`config.mk`:
```
export PLATFORM = sky130hd
export DESIGN_NAME = distance_zone_filter
export DESIGN_NICKNAME = d
export VERILOG_FILES = /design/src/rtl/distance_zone_filter.sv
export SDC_FILE = /design/constraint.sdc
export NUM_CORES = 1
export LEC_CHECK = 0
export BUFFER_PORTS_ARGS = -buffer_cell sky130_fd_sc_hd__buf_2
export CAP_MARGIN = 10
export CORE_MARGIN = 2
export CORE_UTILIZATION = 40
export DETAILED_ROUTE_END_ITERATION = 7
export GPL_TIMING_DRIVEN = 0
export HOLD_SLACK_MARGIN = 0.15
export SYNTH_ARGS = -nofsm -noshare
export SYNTH_HDL_FRONTEND = slang
export SYNTH_SLANG_ARGS = --single-unit
```
`constraint.sdc`:
```
create_clock -name clk -period 3.7 [get_ports clk]
set_clock_uncertainty 0.2 [all_clocks]
set_input_delay 0.74 -clock clk [delete_from_list [all_inputs] [get_ports clk]]
set_output_delay 0.74 -clock clk [all_outputs]
set_load 0.05 [all_outputs]
```
`src/rtl/distance_zone_filter.sv`:
```
// Distance post-processing: 4-tap moving average of ultrasonic samples, debounced
// NEAR/OK/FAR zone classification with hysteresis, motor inhibit, buzzer and fault flag.
module distance_zone_filter #(
   parameter int unsigned NEAR_CM     = 7,
   parameter int unsigned FAR_CM      = 80,
   parameter int unsigned HYST_CM     = 3,
   parameter int unsigned DEBOUNCE    = 3,
   parameter int unsigned BUZZ_CYC    = 10_000_000,
   parameter int unsigned TIMEOUT_CYC = 25_000_000
) (
   input  logic        clk,
   input  logic        reset_n,
   input  logic        dist_valid,
   input  logic [11:0] dist_cm,
   output logic [11:0] avg_cm,
   output logic [1:0]  zone,
   output logic        motor_off,
   output logic        buzz,
   output logic        sensor_fault
);

   typedef enum logic [1:0] {
      ZONE_UNKNOWN = 2'b00,
      ZONE_NEAR    = 2'b01,
      ZONE_OK      = 2'b10,
      ZONE_FAR     = 2'b11
   } zone_e;

   localparam int IDLE_W = $clog2(TIMEOUT_CYC + 1);
   localparam int BUZZ_W = $clog2(BUZZ_CYC + 1);

   localparam logic [IDLE_W-1:0] IDLE_MAX   = IDLE_W'(TIMEOUT_CYC);
   localparam logic [IDLE_W-1:0] IDLE_LAST  = IDLE_W'(TIMEOUT_CYC - 1);
   localparam logic [BUZZ_W-1:0] BUZZ_LOAD  = BUZZ_W'(BUZZ_CYC);
   localparam logic [11:0]       NEAR_ENTER = 12'(NEAR_CM);
   localparam logic [11:0]       NEAR_EXIT  = 12'(NEAR_CM + HYST_CM);
   localparam logic [11:0]       FAR_ENTER  = 12'(FAR_CM);
   localparam logic [11:0]       FAR_EXIT   = 12'(FAR_CM - HYST_CM);
   localparam logic [3:0]        DB_TARGET  = 4'(DEBOUNCE);

   logic [11:0]       sampleBuf_q [4];
   logic [11:0]       sampleBuf_d [4];
   logic [13:0]       sum_q, sum_d;
   logic              primed_q, primed_d;
   logic [11:0]       avg_q, avg_d;
   logic              avgNew_q, avgNew_d;
   logic [IDLE_W-1:0] idle_q, idle_d;
   logic              fault_q, fault_d;
   logic              sampleOk, expire;

   zone_e             zone_q, cand_q, rawClass;
   logic [3:0]        dbCnt_q, dbNext;
   logic              commit;
   logic              motorOff_q;
   logic [BUZZ_W-1:0] buzzCnt_q;

   assign sampleOk = dist_valid && (dist_cm != 12'd0);

   // First sample after unpriming fills every tap so the average starts at that sample.
   always_comb begin
      sampleBuf_d = sampleBuf_q;
      sum_d       = sum_q;
      primed_d    = primed_q;
      avgNew_d    = 1'b0;
      if (sampleOk) begin
         avgNew_d = 1'b1;
         primed_d = 1'b1;
         if (!primed_q) begin
            for (int i = 0; i < 4; i++) begin
               sampleBuf_d[i] = dist_cm;
            end
            sum_d = {dist_cm, 2'b00};
         end else begin
            sampleBuf_d[0] = dist_cm;
            sampleBuf_d[1] = sampleBuf_q[0];
            sampleBuf_d[2] = sampleBuf_q[1];
            sampleBuf_d[3] = sampleBuf_q[2];
            sum_d = sum_q - 14'(sampleBuf_q[3]) + 14'(dist_cm);
         end
      end else if (expire) begin
         primed_d = 1'b0;
      end
      avg_d = sum_d[13:2];
   end

   always_comb begin
      expire  = !dist_valid && (idle_q == IDLE_LAST);
      idle_d  = idle_q;
      fault_d = fault_q;
      if (dist_valid) begin
         idle_d  = IDLE_W'(1);
         fault_d = 1'b0;
      end else if (idle_q != IDLE_MAX) begin
         idle_d = idle_q + IDLE_W'(1);
         if (expire) begin
            fault_d = 1'b1;
         end
      end
   end

   always_ff @(posedge clk or negedge reset_n) begin
      if (!reset_n) begin
         for (int i = 0; i < 4; i++) begin
            sampleBuf_q[i] <= '0;
         end
         sum_q    <= '0;
         primed_q <= 1'b0;
         avg_q    <= '0;
         avgNew_q <= 1'b0;
         idle_q   <= '0;
         fault_q  <= 1'b0;
      end else begin
         sampleBuf_q <= sampleBuf_d;
         sum_q       <= sum_d;
         primed_q    <= primed_d;
         avg_q       <= avg_d;
         avgNew_q    <= avgNew_d;
         idle_q      <= idle_d;
         fault_q     <= fault_d;
      end
   end

   // Hysteresis only widens the band of the zone currently committed.
   always_comb begin
      rawClass = ZONE_OK;
      if ((zone_q == ZONE_NEAR) && (avg_q <= NEAR_EXIT)) begin
         rawClass = ZONE_NEAR;
      end else if ((zone_q == ZONE_FAR) && (avg_q >= FAR_EXIT)) begin
         rawClass = ZONE_FAR;
      end else if (avg_q <= NEAR_ENTER) begin
         rawClass = ZONE_NEAR;
      end else if (avg_q >= FAR_ENTER) begin
         rawClass = ZONE_FAR;
      end
   end

   always_comb begin
      dbNext = (rawClass == cand_q) ? dbCnt_q + 4'd1 : 4'd1;
      commit = avgNew_q && (rawClass != zone_q) && (dbNext == DB_TARGET);
   end

   always_ff @(posedge clk or negedge reset_n) begin
      if (!reset_n) begin
         zone_q     <= ZONE_UNKNOWN;
         cand_q     <= ZONE_UNKNOWN;
         dbCnt_q    <= '0;
         motorOff_q <= 1'b1;
         buzzCnt_q  <= '0;
      end else if (expire) begin
         zone_q     <= ZONE_UNKNOWN;
         cand_q     <= ZONE_UNKNOWN;
         dbCnt_q    <= '0;
         motorOff_q <= 1'b1;
         buzzCnt_q  <= '0;
      end else begin
         if (buzzCnt_q != '0) begin
            buzzCnt_q <= buzzCnt_q - BUZZ_W'(1);
         end
         if (avgNew_q) begin
            if (rawClass == zone_q) begin
               dbCnt_q <= '0;
            end else if (commit) begin
               zone_q     <= rawClass;
               cand_q     <= rawClass;
               dbCnt_q    <= '0;
               motorOff_q <= (rawClass != ZONE_OK);
               if (rawClass == ZONE_NEAR) begin
                  buzzCnt_q <= BUZZ_LOAD;
               end
            end else begin
               cand_q  <= rawClass;
               dbCnt_q <= dbNext;
            end
         end
      end
   end

   assign avg_cm       = avg_q;
   assign zone         = zone_q;
   assign motor_off    = motorOff_q;
   assign buzz         = (buzzCnt_q != '0);
   assign sensor_fault = fault_q;

endmodule
```
==> run summary <==
commonest non-fill, non-tap cell in the layout: dfrtp_1
fin area: 0.00817 mm2
Psw: 2.29 mW
vias per cell: 5.31
Net Sw Frac: 38.1%
final layout net count: 878
Non-Filler Instances: 1069
Logic pwr share: 39.8%
required time worst endpoint: 2760 ps
Max VDD drop: 429 uV
WL final: 16700 um
worst-margin pin slew: 796 ps
port bufs: 30
I/O pins: 32
Final ANT Viol Nets: 0
Clock Power Share: 29.3%
total gr overflow: 0
sequential power share: 30.9%
fillcell total: 1678
Area Growth Syn to Fin: 16.1%
final worst setup slack: 155 ps
fin. max-slew vios: 0
critical path launch point type: flip-flop
CP Class: reg -> out
Post-Syn Area per Cell: 9.04 um2
GPL Wtd Cong: 0.792
sequential share of the synthesized area: 43.8%
Final Setup Violations: 0
hold_ws: 271 ps
LEAKAGE: 3.57 nW
drt pass-1 iters: 4
Seq cells post-synth: 123
Pint: 3.71 mW
Final Power: 6.00 mW
Ys Warns: 0
P per Cell Area: 735 mW/mm2
asr flop ratio synth: 100%
Max Clk Rate: 282 MHz
Antenna Cells: 0
CTS tree: done
arrival time at the worst endpoint: 2600 ps
CP max FO: 10
later-pin clock latency in the skew report: 420 ps
number of H-tree levels: 4
final hold violations: 0
status: complete, no violations
core area: 0.0172 mm2
chip height: 137 um
Max Cap Viol: 0
1st-iter DRT viols: 288
Tcrit/Tclk final: 95.8%
antenna violations before repair: 0
most frequent cells in the layout: dfrtp_1, a21oi_1, nor2_1
CTS Buf Count: 17
Area after DPL: 0.00750 mm2
RSZ-0062 raised after global routing: false
clk root buf: clkbuf_16
GRT Overall Usage: 19.4%
DPL Wire Length: 12100 um
number of placement rows: 48
largest net degree at the start of global routing: 75
die area: 0.0187 mm2
clk sink count: 123
FF/Latch Area: 0.00308 mm2
Placed Instances: 1034
Post-synth EDFFs: 0
Slew Limit Headroom: 46.5%
Chip Width: 137 um
Place WS: -410 ps
Unique masters post-synth: 60
first-pass GRT wire length: 28100 um
clock buffer depth: 2
clock slew at reported path FFs: 60 ps
Post-Syn Nets: 825
vias in the first global route: 5526
post-synthesis cell count: 778
Synth Flop Type: dfrtp_1
Mapped Area: 0.00703 mm2
Crit. End Element: primary output
Hold WC Path Type: reg -> reg
post-route minimum period: 3540 ps
post-DR wirelength/cell: 15.6 um
DR DRC count: 0
layout cell share with drive strength beyond 1: 12.9%
vias: 5675
footprint of the multi-input gates: 0.00349 mm2
Initial Util: 40.8%
flip-flops by register name, summed over array words and instances (netlist names):
register      cells
sampleBuf_q      48
idle_q           25
buzzCnt_q        24
sum_q            14
dbCnt_q           4
cand_q            2
zone              2
avgNew_q          1
motor_off         1
primed_q          1
sensor_fault      1
cells by family (layout without fill, tap and decap cells):
logic type,Yosys count,count (layout),synth area share (%)
xor+xnor,47,47,5.96
compound gates,188,188,15.5
mux,2,2,0.285
fa+ha+maj,32,32,6.98
flops,123,123,43.8
simple gates,276,276,20.8
buf+inv,110,176,6.71
worst max-delay path: stages, from the launching register on:
cell	delay, ps
dfrtp_1	370
inv_1	110
ha_1	150
or3b_2	470
nor4_4	270
and3_1	270
buf_2	250
inv_1	80
buf_2	210
area by class of cell:
cell class	instances	area share (%)
timing repair buffer	34	2.56
tap	225	3.45
sequential	123	37.7
clock inverter	12	1.99
inverter	64	2.94
clock buffer	20	5.72
buffer	46	2.83
multi-input combinational	545	42.8
power groups by stage:
stage          logic [mW]  registers [mW]  clock network, mW
2_1_floorplan        1.88            1.84                  0
3_3_place_gp         2.32            1.87                  0
3_5_place_dp         2.36            1.88                  0
4_1_cts              2.38            1.85               1.79
5_1_grt              2.68            1.90               1.85
6_report             2.39            1.86               1.75
layer usage:
metal	vias to the layer above	global-route usage [%]	part of all wire, %
met5	-	0	0
met3	16	5.04	4.6
li1	2799	-	-
met2	91	32.2	49
met1	2769	25.2	46
met4	0	5.32	1.2
through the flow:
step                util (%)  setup TNS (ps)
floorplan                  -               0
global placement        43.3           -5680
detailed placement      43.5            -903
CTS                     47.2               0
global route            47.4               0
finish                  47.4               0
what timing repair did:
item,4_1_cts,5_1_grt
hold buffers,1,0
endpoints found under the hold margin,49,0
resized for setup,0,3
setup buffers,0,2
setup endpoints to repair,0,4
cell usage after synthesis, drive strengths merged, types with 4 or more instances:
| library cell | instances | area, um2 |
|---|---|---|
| xnor2 | 19 | 166 |
| dfrtp | 122 | 3050 |
| o21ai | 27 | 135 |
| nor2b | 8 | 50.1 |
| and3 | 5 | 31.3 |
| nor2 | 95 | 357 |
| inv | 64 | 240 |
| and2 | 4 | 25.0 |
| nand2 | 38 | 143 |
| buf | 17 | 123 |
| a31oi | 4 | 25.0 |
| nand3 | 17 | 85.1 |
| clkbuf | 29 | 109 |
| a211oi | 11 | 92.6 |
| xor2 | 28 | 253 |
| nand2b | 7 | 43.8 |
| nand4 | 14 | 87.6 |
| fa | 12 | 240 |
| or2 | 4 | 25.0 |
| nor4 | 15 | 106 |
| ha | 20 | 250 |
| or3 | 11 | 68.8 |
| nor3 | 33 | 226 |
| a21oi | 114 | 571 |
| nand3b | 4 | 30.0 |
| and4 | 5 | 43.8 |
| a21o | 8 | 60.1 |
path summary, 6_finish.rpt:
path	startpoint	end	slack [ps]	depth (start not counted)
setup / recovery	buzzCnt_q[0]	buzz	160	8
hold / removal	sensor_fault	sensor_fault	270	1
setup reg to reg	sum_q[12]	buzzCnt_q[16]	380	10
hold reg to reg	sensor_fault	sensor_fault	270	1
max in group asynchronous	reset_n	motor_off	1940	3
min in group asynchronous	reset_n	buzzCnt_q[14]	620	2
No activity file was read; power rests on OpenSTA's default activity.
